==> config.mk <==
export PLATFORM = sky130hd
export DESIGN_NAME = mso_capture_ctrl
export DESIGN_NICKNAME = d
export VERILOG_FILES = /design/src/rtl/mso_pkg.sv /design/src/rtl/mso_ring_addr.sv /design/src/rtl/mso_capture_ctrl.sv
export SDC_FILE = /design/constraint.sdc
export NUM_CORES = 1
export LEC_CHECK = 0
export BUFFER_PORTS_ARGS = -buffer_cell sky130_fd_sc_hd__buf_2
export CAP_MARGIN = 5
export CORE_UTILIZATION = 50
export CTS_CLUSTER_DIAMETER = 100
export CTS_CLUSTER_SIZE = 28
export DETAILED_ROUTE_END_ITERATION = 16
export PLACE_DENSITY_LB_ADDON = 0.3
export REMOVE_ABC_BUFFERS = 1
export SLEW_MARGIN = 20
export SYNTH_ARGS = -nofsm -noshare
export SYNTH_HDL_FRONTEND = slang
export SYNTH_SLANG_ARGS = --single-unit
==> constraint.sdc <==
create_clock -name clk -period 2.99 [get_ports clk]
set_input_delay 0.299 -clock clk [delete_from_list [all_inputs] [get_ports clk]]
set_output_delay 0.299 -clock clk [all_outputs]
set_load 0.02 [all_outputs]
==> src/rtl/mso_pkg.sv <==
// Shared MSO definitions: trigger-hub state encodings and capture FSM encodings.
package mso_pkg;

    typedef enum logic [1:0] {
        TRIG_DISARMED  = 2'd0,
        TRIG_ARMED     = 2'd1,
        TRIG_TRIGGERED = 2'd2,
        TRIG_CLEARED   = 2'd3
    } trig_state_e;

    typedef enum logic [2:0] {
        CAP_IDLE      = 3'd0,
        CAP_PRE_FILL  = 3'd1,
        CAP_WAIT_TRIG = 3'd2,
        CAP_POST_FILL = 3'd3,
        CAP_DONE      = 3'd4
    } cap_state_e;

    // Both TRIGGERED and CLEARED mean the hub has seen its trigger event.
    function automatic logic trig_fired(input logic [1:0] ts);
        return (ts == TRIG_TRIGGERED) || (ts == TRIG_CLEARED);
    endfunction

endpackage

==> src/rtl/mso_ring_addr.sv <==
// Mod-DEPTH ring write pointer with clear/increment, plus the ring-distance
// subtract used to locate the oldest captured sample.
module mso_ring_addr #(
    parameter int ADDR_WIDTH = 10
) (
    input  logic                  clk,
    input  logic                  rst_n,
    input  logic                  clr,
    input  logic                  inc,
    input  logic [ADDR_WIDTH-1:0] sub_base,
    input  logic [ADDR_WIDTH-1:0] sub_n,
    output logic [ADDR_WIDTH-1:0] ptr,
    output logic [ADDR_WIDTH-1:0] sub_result
);

    logic [ADDR_WIDTH-1:0] ptr_q, ptr_d;

    // Next pointer: clear has priority; natural overflow gives the DEPTH-1 -> 0 wrap.
    always_comb begin
        ptr_d = ptr_q;
        if (clr) begin
            ptr_d = '0;
        end else if (inc) begin
            ptr_d = ptr_q + ADDR_WIDTH'(1);
        end
    end

    // Pointer register.
    always_ff @(posedge clk or negedge rst_n) begin
        if (!rst_n) begin
            ptr_q <= '0;
        end else begin
            ptr_q <= ptr_d;
        end
    end

    assign ptr        = ptr_q;
    assign sub_result = sub_base - sub_n;

endmodule

==> src/rtl/mso_capture_ctrl.sv <==
// Capture sequencer behind the MSO trigger hub: pre-trigger ring fill, wait for
// trigger, post-trigger fill, stop; reports trigger and oldest-sample addresses.
module mso_capture_ctrl
    import mso_pkg::*;
#(
    parameter int ADDR_WIDTH = 10,
    parameter int DATA_WIDTH = 16
) (
    input  logic                  clk,
    input  logic                  rst_n,
    input  logic                  start,
    input  logic                  abort,
    input  logic [ADDR_WIDTH-1:0] pre_len,
    input  logic [ADDR_WIDTH-1:0] post_len,
    input  logic                  sample_valid,
    input  logic [DATA_WIDTH-1:0] sample_data,
    input  logic [1:0]            trigger_state,
    output logic                  hub_arm,
    output logic                  hub_reset,
    output logic                  wr_en,
    output logic [ADDR_WIDTH-1:0] wr_addr,
    output logic [DATA_WIDTH-1:0] wr_data,
    output logic [ADDR_WIDTH-1:0] trigger_addr,
    output logic [ADDR_WIDTH-1:0] start_addr,
    output logic                  busy,
    output logic                  done,
    output logic [2:0]            cap_state
);

    cap_state_e            state_q, state_d;
    logic [ADDR_WIDTH-1:0] pre_len_q, pre_len_d, post_len_q, post_len_d;
    logic [ADDR_WIDTH-1:0] pre_cnt_q, pre_cnt_d, post_cnt_q, post_cnt_d;
    logic [ADDR_WIDTH-1:0] trigger_addr_q, trigger_addr_d, start_addr_q, start_addr_d;
    logic [ADDR_WIDTH-1:0] wr_addr_q, wr_addr_d;
    logic [DATA_WIDTH-1:0] wr_data_q, wr_data_d;
    logic                  wr_en_q, wr_en_d, done_q, done_d, hub_reset_q, hub_reset_d;

    logic                  active, accept, start_ok, trig_hit, pre_reached, done_entry;
    logic [ADDR_WIDTH-1:0] wr_ptr, start_sub;

    assign active   = (state_q == CAP_PRE_FILL) || (state_q == CAP_WAIT_TRIG) ||
                      (state_q == CAP_POST_FILL);
    assign accept   = active && sample_valid && !abort;
    assign start_ok = start && !abort && ((state_q == CAP_IDLE) || (state_q == CAP_DONE));
    assign trig_hit = trig_fired(trigger_state);
    // pre_len==0 leaves on the first cycle; otherwise leave on the sample that completes the count.
    assign pre_reached = (pre_cnt_q == pre_len_q) ||
                         (sample_valid && ((pre_cnt_q + ADDR_WIDTH'(1)) == pre_len_q));
    assign done_entry  = (state_d == CAP_DONE) && (state_q != CAP_DONE);

    mso_ring_addr #(.ADDR_WIDTH(ADDR_WIDTH)) u_ring (
        .clk        (clk),
        .rst_n      (rst_n),
        .clr        (start_ok),
        .inc        (accept),
        .sub_base   (trigger_addr_d),
        .sub_n      (pre_len_q),
        .ptr        (wr_ptr),
        .sub_result (start_sub)
    );

    // FSM state register.
    always_ff @(posedge clk or negedge rst_n) begin
        if (!rst_n) begin
            state_q <= CAP_IDLE;
        end else begin
            state_q <= state_d;
        end
    end

    // FSM next-state logic; abort overrides everything.
    always_comb begin
        state_d = state_q;
        if (abort) begin
            state_d = CAP_IDLE;
        end else begin
            case (state_q)
                CAP_IDLE, CAP_DONE: if (start) state_d = CAP_PRE_FILL;
                CAP_PRE_FILL:       if (pre_reached) state_d = CAP_WAIT_TRIG;
                CAP_WAIT_TRIG: begin
                    if (trig_hit) begin
                        state_d = (sample_valid && (post_len_q == ADDR_WIDTH'(1))) ?
                                  CAP_DONE : CAP_POST_FILL;
                    end
                end
                CAP_POST_FILL: begin
                    if (sample_valid && ((post_cnt_q + ADDR_WIDTH'(1)) == post_len_q)) begin
                        state_d = CAP_DONE;
                    end
                end
                default:            state_d = CAP_IDLE;
            endcase
        end
    end

    // FSM output decode; hub_arm uses only our state and the hub's registered state.
    always_comb begin
        busy      = active;
        hub_arm   = (state_q == CAP_WAIT_TRIG) && (trigger_state == TRIG_DISARMED);
        cap_state = state_q;
    end

    // Datapath next-state: config latch, counters, write stage, address capture.
    always_comb begin
        pre_len_d      = pre_len_q;
        post_len_d     = post_len_q;
        pre_cnt_d      = pre_cnt_q;
        post_cnt_d     = post_cnt_q;
        trigger_addr_d = trigger_addr_q;
        start_addr_d   = start_addr_q;
        done_d         = done_q;
        wr_en_d        = accept;
        wr_addr_d      = accept ? wr_ptr : wr_addr_q;
        wr_data_d      = accept ? sample_data : wr_data_q;
        hub_reset_d    = abort || start_ok || done_entry;
        if (start_ok) begin
            // The port width already bounds pre_len to DEPTH-1.
            pre_len_d  = pre_len;
            post_len_d = (post_len == '0) ? ADDR_WIDTH'(1) : post_len;
            pre_cnt_d  = '0;
            post_cnt_d = '0;
            done_d     = 1'b0;
        end else if (abort) begin
            done_d = 1'b0;
        end else begin
            case (state_q)
                CAP_PRE_FILL:  if (sample_valid) pre_cnt_d = pre_cnt_q + ADDR_WIDTH'(1);
                CAP_WAIT_TRIG: begin
                    if (trig_hit) begin
                        trigger_addr_d = wr_ptr;
                        post_cnt_d     = sample_valid ? ADDR_WIDTH'(1) : '0;
                    end
                end
                CAP_POST_FILL: if (sample_valid) post_cnt_d = post_cnt_q + ADDR_WIDTH'(1);
                default:       ;
            endcase
        end
        if (done_entry) begin
            done_d       = 1'b1;
            start_addr_d = start_sub;
        end
    end

    // Datapath registers.
    always_ff @(posedge clk or negedge rst_n) begin
        if (!rst_n) begin
            pre_len_q      <= '0;
            post_len_q     <= '0;
            pre_cnt_q      <= '0;
            post_cnt_q     <= '0;
            trigger_addr_q <= '0;
            start_addr_q   <= '0;
            done_q         <= 1'b0;
            wr_en_q        <= 1'b0;
            wr_addr_q      <= '0;
            wr_data_q      <= '0;
            hub_reset_q    <= 1'b0;
        end else begin
            pre_len_q      <= pre_len_d;
            post_len_q     <= post_len_d;
            pre_cnt_q      <= pre_cnt_d;
            post_cnt_q     <= post_cnt_d;
            trigger_addr_q <= trigger_addr_d;
            start_addr_q   <= start_addr_d;
            done_q         <= done_d;
            wr_en_q        <= wr_en_d;
            wr_addr_q      <= wr_addr_d;
            wr_data_q      <= wr_data_d;
            hub_reset_q    <= hub_reset_d;
        end
    end

    assign wr_en        = wr_en_q;
    assign wr_addr      = wr_addr_q;
    assign wr_data      = wr_data_q;
    assign trigger_addr = trigger_addr_q;
    assign start_addr   = start_addr_q;
    assign done         = done_q;
    assign hub_reset    = hub_reset_q;

endmodule

==> results.md <==
- Hold violation count in the final report: 0
- Critical path fanouts, max: 6
- Synthesized area: 5350 sq um
- Post-Synthesis Cells: 556
- CTS tree: built
- Total GRT Usage: 23.2%
- Worst Slack Setup Final: -9.22 ps
- # diodes: 0
- RSZ-0062 raised after global routing: yes
- Antenna violations before repair: 0
- Post-Route M1 WL: 5390 um
- Pre-antenna DRT Iters: 5
- Max-Cap Viols: 0
- Worst stage delay on the critical path: 380 ps
- Violated checks: setup timing
- Met2 routed WL: 6340 um
- Vias in the first global route: 4,203
- Final instance area: 6400 sq um
- I/O pins: 97
- Area grow syn2layout: 19.7%
- Hold EP: wr_data[10]
- Rows: 37
- Max clock buf depth: 2
- WL per Instance: 15.8 um
- Layout cells sized above 1: 29.2%
- Post-synthesis average cell area: 9.63 sq um
- First-pass GRT wire length: 20,400 um
- Fin cells: 803
- Final hold slack: 104 ps
- Fraction of registers with async set/reset: 100%
- H-Tree Depth: 3
- Root Driver: clkbuf_8
- Worst Skew: 8.84 ps
- CP arrival: 3270 ps
- Relative slew margins: 58.9%
- Largest net degree at the start of global routing: 64
- Worst r2r src: cap_state[0]
- Fin crit share: 100%
- Cells on Worst Hold Path: 3
- First DRT Iteration DRCs: 273
- HPWL after DPL: 9050 um
- CP delay by family, top: simple AND/OR/NAND/NOR gates
- CP cell instances: nand2b_4 -> nor2_4 -> and2_4 -> nand2_8 -> mux2_2 -> inv_2 -> ha_4 -> fa_2 -> nor2b_2 -> o31a_1 -> nor3_2 -> o21bai_1 -> a21oi_1 -> xnor2_1 -> mux2_4
- Die Ht: 105 um
- Metal3 WL: 682 um
- Area of the multi-input gates: 2730 sq um
- Routability-driven placement congestion ratio: 0.933
- Setup Viol. Count Final: 1
- Required time worst endpoint: 3260 ps
- Skew-Pair Late Insertion Delay: 380 ps
- Fillers: 914
- R2R Path End: start_addr[8]
- DRC violation count after routing: 0
- Pre-CTS WS: -56.5 ps
- Sequential share of the synthesized area: 47.7%
- Max-slew violations: 0
- Placed insts: 780
- CP Class: flip-flop to flip-flop
- Largest cells by area after synthesis: dfrtp_1, nand2_1, mux2_2, xnor2_1, o21ai_0
- Worst-path clk slew: 100 ps
- Worst R2R Setup Slack: -9 ps
- Area post-placement: 6050 sq um
- Total wire length: 12,700 um
- Register-to-Register Path Depth: 15
- Least-Margin Pin Slew: 615 ps
- Critical Path End Type: flip-flop
- Max VDD drop: 409 uV
- Synth cell types: 66
- Port Buffers: 96
- Commonest non-fill, non-tap cell in the layout: nand2_1
- HP Class: input pin to flip-flop
- Critical Path Start Type: flip-flop
- Yosys top cell by area: dfrtp_1
- CTS sink count: 102
- PwrDens: 507 nW/um^2
- Final #Nets: 718
- Top routing layer in use: met4
- Status: finished with violations
- CP bufs+invs: 1
- Post-synth EDFFs: 0
- Die span in x: 105 um
- Total Die Area: 11,100 sq um
- Synth top area share: 47.7%
- Leading cell types in the layout, fill and taps excluded: nand2_1, dfrtp_1, buf_2, o21ai_0, nor2_1
- Crit path max-delay cell type: dfrtp_1
- FF/Latch Area: 2550 sq um
- LEAKAGE: 3.17 nW
- Fmax: 333 MHz
- Ys flop type: dfrtp_1
- TritonCTS Buffers: 9
- Core Region: 10,400 sq um
- Antenna viol nets, final: 0
- HP Start: sample_data[10]
- Register bit total from synthesis: 102
- Min cycle time layout: 3000 ps
- Initial Utilization: 51.6%
- Via density: 5.51
- GRT overflow: 0
- Yosys warns: 0
- Via count: 4,426
[worst max-delay path by stage]
stage          slack (ps)       endpoint         start  cells after the start
2_1_floorplan        -280  start_addr[9]  cap_state[0]                     14
3_3_place_gp          -10  start_addr[9]  cap_state[0]                     14
3_5_place_dp          -60  start_addr[9]  cap_state[0]                     14
4_1_cts                20  start_addr[8]  cap_state[0]                     15
5_1_grt              -120  start_addr[8]  cap_state[0]                     15
6_report               -9  start_addr[8]  cap_state[0]                     15
[worst reg2reg max path: cells and delay by family (launching register included)]
| kind | cells | cell delay (ps) |
|---|---|---|
| AND/OR/NAND/NOR | 6 | 790 |
| AO/OA/AOI/OAI | 3 | 570 |
| multiplexers | 2 | 560 |
| adder cells (fa/ha/maj) | 2 | 410 |
| flip-flops | 1 | 380 |
| XOR/XNOR | 1 | 110 |
| buffers and inverters | 1 | 70 |
[flip-flops by register name, summed over array words and instances (netlist names)]
| signal | count |
|---|---|
| hub_reset | 1 |
| done | 1 |
| post_cnt_q | 10 |
| wr_addr | 10 |
| u_ring.ptr | 10 |
| post_len_q | 10 |
| cap_state | 3 |
| start_addr | 10 |
| pre_cnt_q | 10 |
| pre_len_q | 10 |
| trigger_addr | 10 |
| wr_en | 1 |
| wr_data | 16 |
[kinds of logic (layout without fill, tap and decap cells)]
kind of cell	after synthesis	in the layout	synth area share, %
fa+ha+maj	13	13	3.18
compound gates	96	96	11.3
simple gates	229	229	20.3
xor+xnor	44	44	7.46
flops	102	102	47.7
mux	30	30	6.73
buf+inv	42	153	3.39
[area by class of cell]
type / count / area share (%)
multi-input combinational: 412 / 42.6
sequential: 102 / 39.9
timing repair buffer: 122 / 11.0
tap: 136 / 2.66
clock buffer: 9 / 1.93
clock inverter: 7 / 1.02
inverter: 15 / 0.879
[where the power goes]
group / internal (mW) / leakage, nW / total (mW) / switching [mW]
registers: 1.51 / 1.34 / 1.64 / 0.128
logic: 0.330 / 1.73 / 0.771 / 0.442
clock network: 0.323 / 0.0943 / 0.838 / 0.515
[what timing repair did]
item                                    4_1_cts  5_1_grt
resized for setup                             4       19
hold buffers                                  1        0
endpoints found under the setup margin        2        3
setup buffers                                 1        5
endpoints found under the hold margin        39        0
pin swaps                                     2       11
[metal layers]
layer | vias up | track usage, %
met4 | 0 | 8.75
met2 | 139 | 38.1
met5 | - | 0
li1 | 2143 | -
met3 | 26 | 4.64
met1 | 2118 | 30.5
[metrics by stage]
step / power, mW / TNS (ps) / util [%]
floorplan: 2.11 / -463 / -
global placement: 2.35 / -13.9 / 58.3
detailed placement: 2.38 / -97.6 / 58.3
CTS: 3.23 / 0 / 60.5
global route: 3.42 / -188 / 61.8
finish: 3.25 / -9.22 / 61.8
[Yosys cell counts, drive strengths merged, types with 2 or more instances]
master / n
a2111oi: 2
a211o: 2
a21o: 3
a21oi: 20
a221oi: 2
a31oi: 3
and2: 5
and3: 6
and4: 4
buf: 13
clkbuf: 14
dfrtp: 102
ha: 12
inv: 15
mux2: 27
mux2i: 3
nand2: 111
nand2b: 5
nand3: 14
nand3b: 3
nand4: 13
nor2: 36
nor2b: 4
nor3: 5
nor3b: 2
nor4: 9
o211ai: 2
o21a: 2
o21ai: 37
o22ai: 2
o31ai: 8
o41ai: 3
or2: 3
or3: 6
xnor2: 23
xor2: 20
(Power assumes the default switching activity.)
